$ cat config.mk
export PLATFORM = sky130hd
export DESIGN_NAME = mac_seq_arb
export DESIGN_NICKNAME = d
export VERILOG_FILES = /design/src/rtl/mac_seq_arb.sv
export SDC_FILE = /design/constraint.sdc
export NUM_CORES = 1
export LEC_CHECK = 0
export CAP_MARGIN = 10
export CORE_MARGIN = 4
export CORE_UTILIZATION = 30
export DETAILED_ROUTE_END_ITERATION = 7
export PLACE_DENSITY = 0.76
export REMOVE_ABC_BUFFERS = 1
export SLEW_MARGIN = 20
export SYNTH_ARGS = -nofsm -noshare
export SYNTH_HDL_FRONTEND = slang
export SYNTH_SLANG_ARGS = --single-unit
$ cat constraint.sdc
create_clock -name clk -period 1.8 [get_ports clk]
set_clock_uncertainty 0.2 [all_clocks]
set_input_delay 0.18 -clock clk [delete_from_list [all_inputs] [get_ports clk]]
set_output_delay 0.18 -clock clk [all_outputs]
set_load 0.02 [all_outputs]
$ cat src/rtl/mac_seq_arb.sv
// mac_seq_arb: round-robin two-requester scheduler for a shared MAC; define MAC_SEQ_TIMEOUT_EN to add a stream stall watchdog
module mac_seq_arb #(
  parameter int WIDTH = 16,
  parameter int LEN_W = 8,
  parameter int MAC_LAT = 3,
  parameter int TIMEOUT = 255
) (
  input  logic                 clk,
  input  logic                 reset,
  input  logic [1:0]           req,
  input  logic [2*LEN_W-1:0]   req_len,
  input  logic [1:0]           op_valid,
  output logic [1:0]           op_ready,
  input  logic [WIDTH-1:0]     op_a,
  input  logic [WIDTH-1:0]     op_b,
  output logic [1:0]           res_valid,
  input  logic [1:0]           res_ready,
  output logic [WIDTH-1:0]     res_data,
  output logic                 res_err,
  output logic                 busy,
  output logic                 mac_rst_n,
  output logic                 mac_en,
  output logic [WIDTH/2-1:0]   mac_a,
  output logic [WIDTH/2-1:0]   mac_b,
  input  logic [WIDTH-1:0]     mac_out
);
  localparam int OW = WIDTH / 2;
  localparam int DW = $clog2(MAC_LAT + 1);
  typedef enum logic [2:0] {IDLE, CLEAR, STREAM, DRAIN, DONE} state_t;
  state_t state, state_nxt;
  logic owner, ptr, gnt, hs, acc, timeout;
  logic [1:0] own_mask;
  logic [LEN_W-1:0] cnt, grant_len;
  logic [DW-1:0] dcnt;
  assign gnt = &req ? ptr : req[1];
  assign grant_len = gnt ? req_len[2*LEN_W-1:LEN_W] : req_len[LEN_W-1:0];
  assign own_mask = owner ? 2'b10 : 2'b01;
  assign hs = state == STREAM && op_valid[owner];
  assign acc = state == DONE && res_ready[owner];
`ifdef MAC_SEQ_TIMEOUT_EN
  localparam int SW = $clog2(TIMEOUT + 1);
  logic [SW-1:0] stall;
  logic err;
  assign timeout = state == STREAM && !hs && stall == SW'(TIMEOUT - 1);
  assign res_err = err;
  always_ff @(posedge clk or negedge reset)
    if (!reset) begin
      stall <= '0;
      err <= 1'b0;
    end else begin
      stall <= (state == STREAM && !hs) ? stall + 1'b1 : '0;
      err <= timeout | (err & ~acc);
    end
`else
  localparam int unused_timeout = TIMEOUT;
  assign timeout = 1'b0;
  assign res_err = 1'b0;
`endif
  always_ff @(posedge clk or negedge reset)
    if (!reset) state <= IDLE;
    else state <= state_nxt;
  always_comb begin
    state_nxt = state;
    case (state)
      IDLE: if (|req) state_nxt = grant_len == '0 ? DONE : CLEAR;
      CLEAR: state_nxt = STREAM;
      STREAM: state_nxt = timeout ? DONE : (hs && cnt == LEN_W'(1)) ? DRAIN : STREAM;
      DRAIN: state_nxt = dcnt == DW'(1) ? DONE : DRAIN;
      DONE: if (acc) state_nxt = IDLE;
      default: state_nxt = IDLE;
    endcase
  end
  // mac_rst_n is registered so the clear lands exactly on the CLEAR cycle
  always_ff @(posedge clk or negedge reset)
    if (!reset) begin
      owner <= 1'b0;
      ptr <= 1'b0;
      cnt <= '0;
      dcnt <= '0;
      res_data <= '0;
      mac_rst_n <= 1'b0;
    end else begin
      mac_rst_n <= state_nxt != CLEAR;
      if (state == IDLE && |req) begin
        owner <= gnt;
        cnt <= grant_len;
      end
      if (hs) cnt <= cnt - 1'b1;
      dcnt <= state == DRAIN ? dcnt - 1'b1 : DW'(MAC_LAT);
      if (timeout || (state == IDLE && |req && grant_len == '0)) res_data <= '0;
      else if (state == DRAIN && dcnt == DW'(1)) res_data <= mac_out;
      if (acc) ptr <= ~owner;
    end
  always_comb begin
    op_ready = state == STREAM ? own_mask : 2'b00;
    res_valid = state == DONE ? own_mask : 2'b00;
    mac_en = hs;
    mac_a = state == STREAM ? (owner ? op_a[WIDTH-1:OW] : op_a[OW-1:0]) : '0;
    mac_b = state == STREAM ? (owner ? op_b[WIDTH-1:OW] : op_b[OW-1:0]) : '0;
    busy = state != IDLE;
  end
endmodule

== Word-level counts from Yosys, hierarchy flattened ==
Index checks and enable logic that the tools add are counted.

* Bits in registers: 32
* Bits of input ports: 72
* Output and inout bits: 40

* Add/sub/neg operators: 2
* Order comparisons: 1
* Equal/unequal tests: 7
* Mux-type cells: 24
* Bitwise operators: 1
* Reductions and logical operators: 13

{| class="wikitable"
|+ Operator list
! cell !! count
|-
| two-way mux 8 bit || 7
|-
| two-way mux 16 bit || 2
|-
| one-hot mux 3 bit (5 select lines) || 1
|-
| two-way mux 3 bit || 4
|-
| equality test 8 x 1 -> 1 bit (second input constant) || 1
|-
| logical NOT 8 bit || 1
|-
| two-way mux 2 bit || 4
|-
| subtractor 8 x 1 -> 8 bit (second input constant) || 1
|-
| equality test 3 x 2 -> 1 bit (second input constant) || 2
|-
| logical AND 1 bit || 6
|-
| two-way mux 1 bit || 6
|-
| nonzero test 2 bit || 2
|-
| equality test 3 x 1 -> 1 bit (second input constant) || 1
|-
| equality test 3 bit (second input constant) || 1
|-
| logical NOT 3 bit || 1
|-
| != test 3 x 1 -> 1 bit (second input constant) || 1
|-
| nonzero test 3 bit || 1
|-
| equality test 2 x 1 -> 1 bit (second input constant) || 1
|-
| < comparator 1 x 2 -> 1 bit (second input constant) || 1
|-
| AND reduction 2 bit || 1
|-
| OR reduction 2 bit || 1
|-
| subtractor 2 x 1 -> 2 bit (second input constant) || 1
|-
| inverter 1 bit || 1
|}

== Logic depth before layout (Yosys ltp) ==
* Depth after elaboration: 8
* Mapped depth: 7
* Gate-level depth less buffers: 5

== Worst setup path before layout ==
No wires, ideal clock.

* Path kind: register to output
* Start: register state[0]
* End: output port mac_a[5]
* Data arrival time: 1715 ps
* Setup slack: -295 ps
* Cell stages (with the launch flop): 6
* Buffers on the path: 2
* Path through: dfrtp_1 > nor3b_2 > nor2b_1 > buf_2 > clkbuf_1 > a22o_1

* Longest elaborated chain between the ends: 2

{| class="wikitable"
|+ RTL lines
! item !! line !! source
|-
| start: declaration || 30 || <nowiki>state_t state, state_nxt;</nowiki>
|-
| start signal: assignment || 61 || <nowiki>else state <= state_nxt;</nowiki>
|-
| equality test 3 x 2 -> 1 bit || 98 || <nowiki>mac_a = state == STREAM ? (owner ? op_a[WIDTH-1:OW] : op_a[OW-1:0]) : '0;</nowiki>
|-
| two-way mux 8 bit || 98 ||
|-
| end: declaration || 23 || <nowiki>output logic [WIDTH/2-1:0] mac_a,</nowiki>
|}

Every way passes these cells.

== Final worst setup path ==
* Start: register state[0]
* End: register cnt[4]

* Longest elaborated chain between the ends: 3

{| class="wikitable"
|+ RTL lines
! item !! line !! source
|-
| equality test 3 x 2 -> 1 bit or logical NOT 3 bit (tied branches) || 38, 84 ||
|-
| logical AND 1 bit (on tied branches) || 38, 84 ||
|-
| two-way mux 8 bit or nonzero test 2 bit (tied branches) || - ||
|-
| end signal: assignment || 86 || <nowiki>cnt <= grant_len;</nowiki>
|-
| end signal: assignment || 88 || <nowiki>if (hs) cnt <= cnt - 1'b1;</nowiki>
|-
| end: declaration || 33 || <nowiki>logic [LEN_W-1:0] cnt, grant_len;</nowiki>
|}

Parallel ways exist; a longest one is shown, timed or not.
A chain may end at the register's enable or synchronous reset.

==> metrics <==
Mapped Area about 0.0018 mm²; Antenna Cells 0; post-route cell area 0.00362 mm²; drt total wl between 6000 and 7000 µm; sw power 1970 µW; vias in the first global route about 2,100; initial antenna violation count 0; reg2reg path depth 6; routability cong. ~0.83; Max-Cap Viols 0; Max Fclk about 500 MHz; Routed WL per cell about 16 µm; Seq cells post-synth 32; CP max FO 6; worst hold path class input pin to async pin; Finished Core Util 61.2%; largest net degree at the start of global routing 33; P&R area growth vs syn 96.9%; # hold bufs at CTS 0; Post-Syn Instances between 150 and 200; Final min period ~1.9 ns; port bufs between 100 and 150; CTS tree built; Crit path arrival time between 1.5 and 2 ns; top cells by count, synth nand2_1, dfrtp_1, a22o_1; CP Launch Type register; post-route antenna net violation count 0; share of post-route cells with drive strength above 1 between 20 and 30%; Yosys top cell area share a little over two fifths; Critical R2R Launch state[0]$_DFF_PN0_; clock-pin slew on the worst setup and hold paths 0.07 ns; main flop type after synthesis dfrtp_1; Starting DRT DRC Count 95; CTS Sinks 32; Worst setup EP type register; FF/Latch Area between 800 and 900 µm²; top post-synthesis cells by area dfrtp_1, nand2_1, a22o_1, a21oi_1, mux2i_1; fin nets between 400 and 500; placed cell areas roughly 0.0032 mm²; sequential-to-total area share from yosys stat between 40% and 50%; Final Max Tran Viols 0; Final period util 108%; WS Path Type register to register; Net Sw Frac around two fifths; Peak supply drop between 1 and 1.5 mV; r2r setup slk -0.14 ns; first-pass GRT wire length between 9000 and 10,000 µm; P_leak approximately 0.0016 µW; Unique masters post-synth between 40 and 50; Post-DP HPWL between 4000 and 5000 µm; Starting Density a little under a third; syn_area_per_cell 9.49 µm²; vias per cell between 5 and 6; Worst Path Required roughly 1.8 ns; multi-input combinational cell area about 0.0011 mm²; Comb pwr share 64.5%; count leader, synth nand2_1; Reg-to-Reg End cnt[4]$_DFFE_PN0P_; clock share of power 13.1%; Synth warnings 0; row cnt 28; # fillers about 460; total power 5080 µW; Hold Vio Cnt, Final 0; failing checks setup timing; CTS root buf clkbuf_8; grt total ovfl 0; Cell Int Power 3110 µW; Post-synth EDFFs 0; Clock Path Buffers 2; Die Ht around 86 µm; total track usage between 15 and 20%; # setup viols final between 40 and 50; sequential power share between 20 and 25%; H-tree depth 2; I/O Pins between 100 and 150; status finished with violations; area leader, netlist dfrtp_1; Num CTS Buffers 5; asr flop ratio synth 100%; RSZ-0062 raised after global routing yes; core area 0.00592 mm²; Worst-Skew Late Latency roughly 0.28 ns; worst setup margin -0.143 ns; DRC violations left 0; DR vias approximately 2,100; Die W between 80 and 90 µm; power per cell area 1400 mW/mm²; Initial DRT Pass Iterations 4; DIE AREA 0.00745 mm²
-- routing by layer --
metal / GRT usage (%) / vias to the layer above / wire [µm]
li1: - / 1015 / -
met1: 17.6 / 1018 / 2460
met2: 30.0 / 85 / 3530
met3: 4.66 / 12 / 515
met4: 5.10 / 0 / 102
met5: 0 / - / 0
-- cell usage in the layout (no fill, tap or decap), types with 3 or more instances in the layout --
master            n
nand4_1           3
inv_1             4
nor2_1            3
buf_4            32
a211o_1           3
nand2_1          37
a21oi_1          16
or4_1             3
a211oi_1          3
clkbuf_8          5
dfrtp_1          31
ha_1              3
nand2b_1          3
buf_6            27
mux2_2            4
nor4_1            4
buf_12            3
a22o_1           17
mux2i_1           6
clkdlybuf4s50_1  88
-- registers in the layout, summed over array words and instances (netlist names) --
register	flops
mac_rst_n	1
state	3
dcnt	2
ptr	1
owner	1
cnt	8
res_data	16
-- power groups by stage --
stage / clock network (µW) / registers (µW) / logic [µW]
after CTS: 680 / 1110 / 3040
after global routing: 712 / 1180 / 3460
final: 667 / 1140 / 3280
after detailed placement: 0 / 1110 / 2680
after global placement: 0 / 1100 / 2640
after floorplan: 0 / 1240 / 1190
-- worst max-delay path, stage by stage (launching register included) --
cell and delay (ns):
dfrtp_1 0.42, buf_6 0.14, or3_4 0.37, or2_4 0.29, buf_6 0.14, mux2i_1 0.12, o221a_1 0.20
-- final cells by class --
class	instances	share of cell area [%]
inverter	5	0.587
clock buffer	6	2.00
timing repair buffer	151	41.4
sequential	32	22.1
tap	75	2.59
clock inverter	2	0.967
multi-input combinational	146	30.3
-- per-stage QoR --
| stage | hold WS [ns] | instances | TNS, ns | setup WS, ns |
|---|---|---|---|---|
| final | 0.0976 | 417 | -4.87 | -0.143 |
| after global placement | 0.223 | 396 | -13.73 | -0.373 |
| after CTS | 0.106 | 410 | -4.52 | -0.170 |
| after global routing | 0.126 | 417 | -6.83 | -0.209 |
| after detailed placement | 0.235 | 396 | -15.03 | -0.429 |
| after floorplan | -0.316 | 183 | -11.74 | -0.525 |
-- cell families (layout without fill, tap and decap cells) --
group / after synthesis / after routing / synth area share [%]
AND/OR/NAND/NOR: 81 / 81 / 22.1
AO/OA/AOI/OAI: 50 / 50 / 20.9
flip-flops: 32 / 32 / 43.5
buffers and inverters: 16 / 164 / 4.96
multiplexers: 11 / 11 / 6.32
adder cells (fa/ha/maj): 3 / 3 / 2.04
other: 1 / 1 / 0.204
-- worst max-delay path by stage --
| stage | start | end | slack, ns | cells after the start |
|---|---|---|---|---|
| 2_1_floorplan | state[0]$_DFF_PN0_ | mac_a[0] | -0.53 | 3 |
| 3_3_place_gp | req_len[4] | res_data[12]$_DFFE_PN0P_ | -0.37 | 6 |
| 3_5_place_dp | req_len[4] | res_data[2]$_DFFE_PN0P_ | -0.43 | 6 |
| 4_1_cts | state[2]$_DFF_PN0_ | mac_a[4] | -0.17 | 5 |
| 5_1_grt | state[0]$_DFF_PN0_ | mac_b[6] | -0.21 | 5 |
| 6_report | state[0]$_DFF_PN0_ | cnt[4]$_DFFE_PN0P_ | -0.14 | 6 |
-- repair_timing --
item	4_1_cts	5_1_grt
setup endpoints to repair	50	49
pin swaps	21	9
endpoints found under the hold margin	0	0
setup buffers	4	8
gates cloned	2	0
gates resized for setup	148	30
No activity file was read; power rests on OpenSTA's default activity.
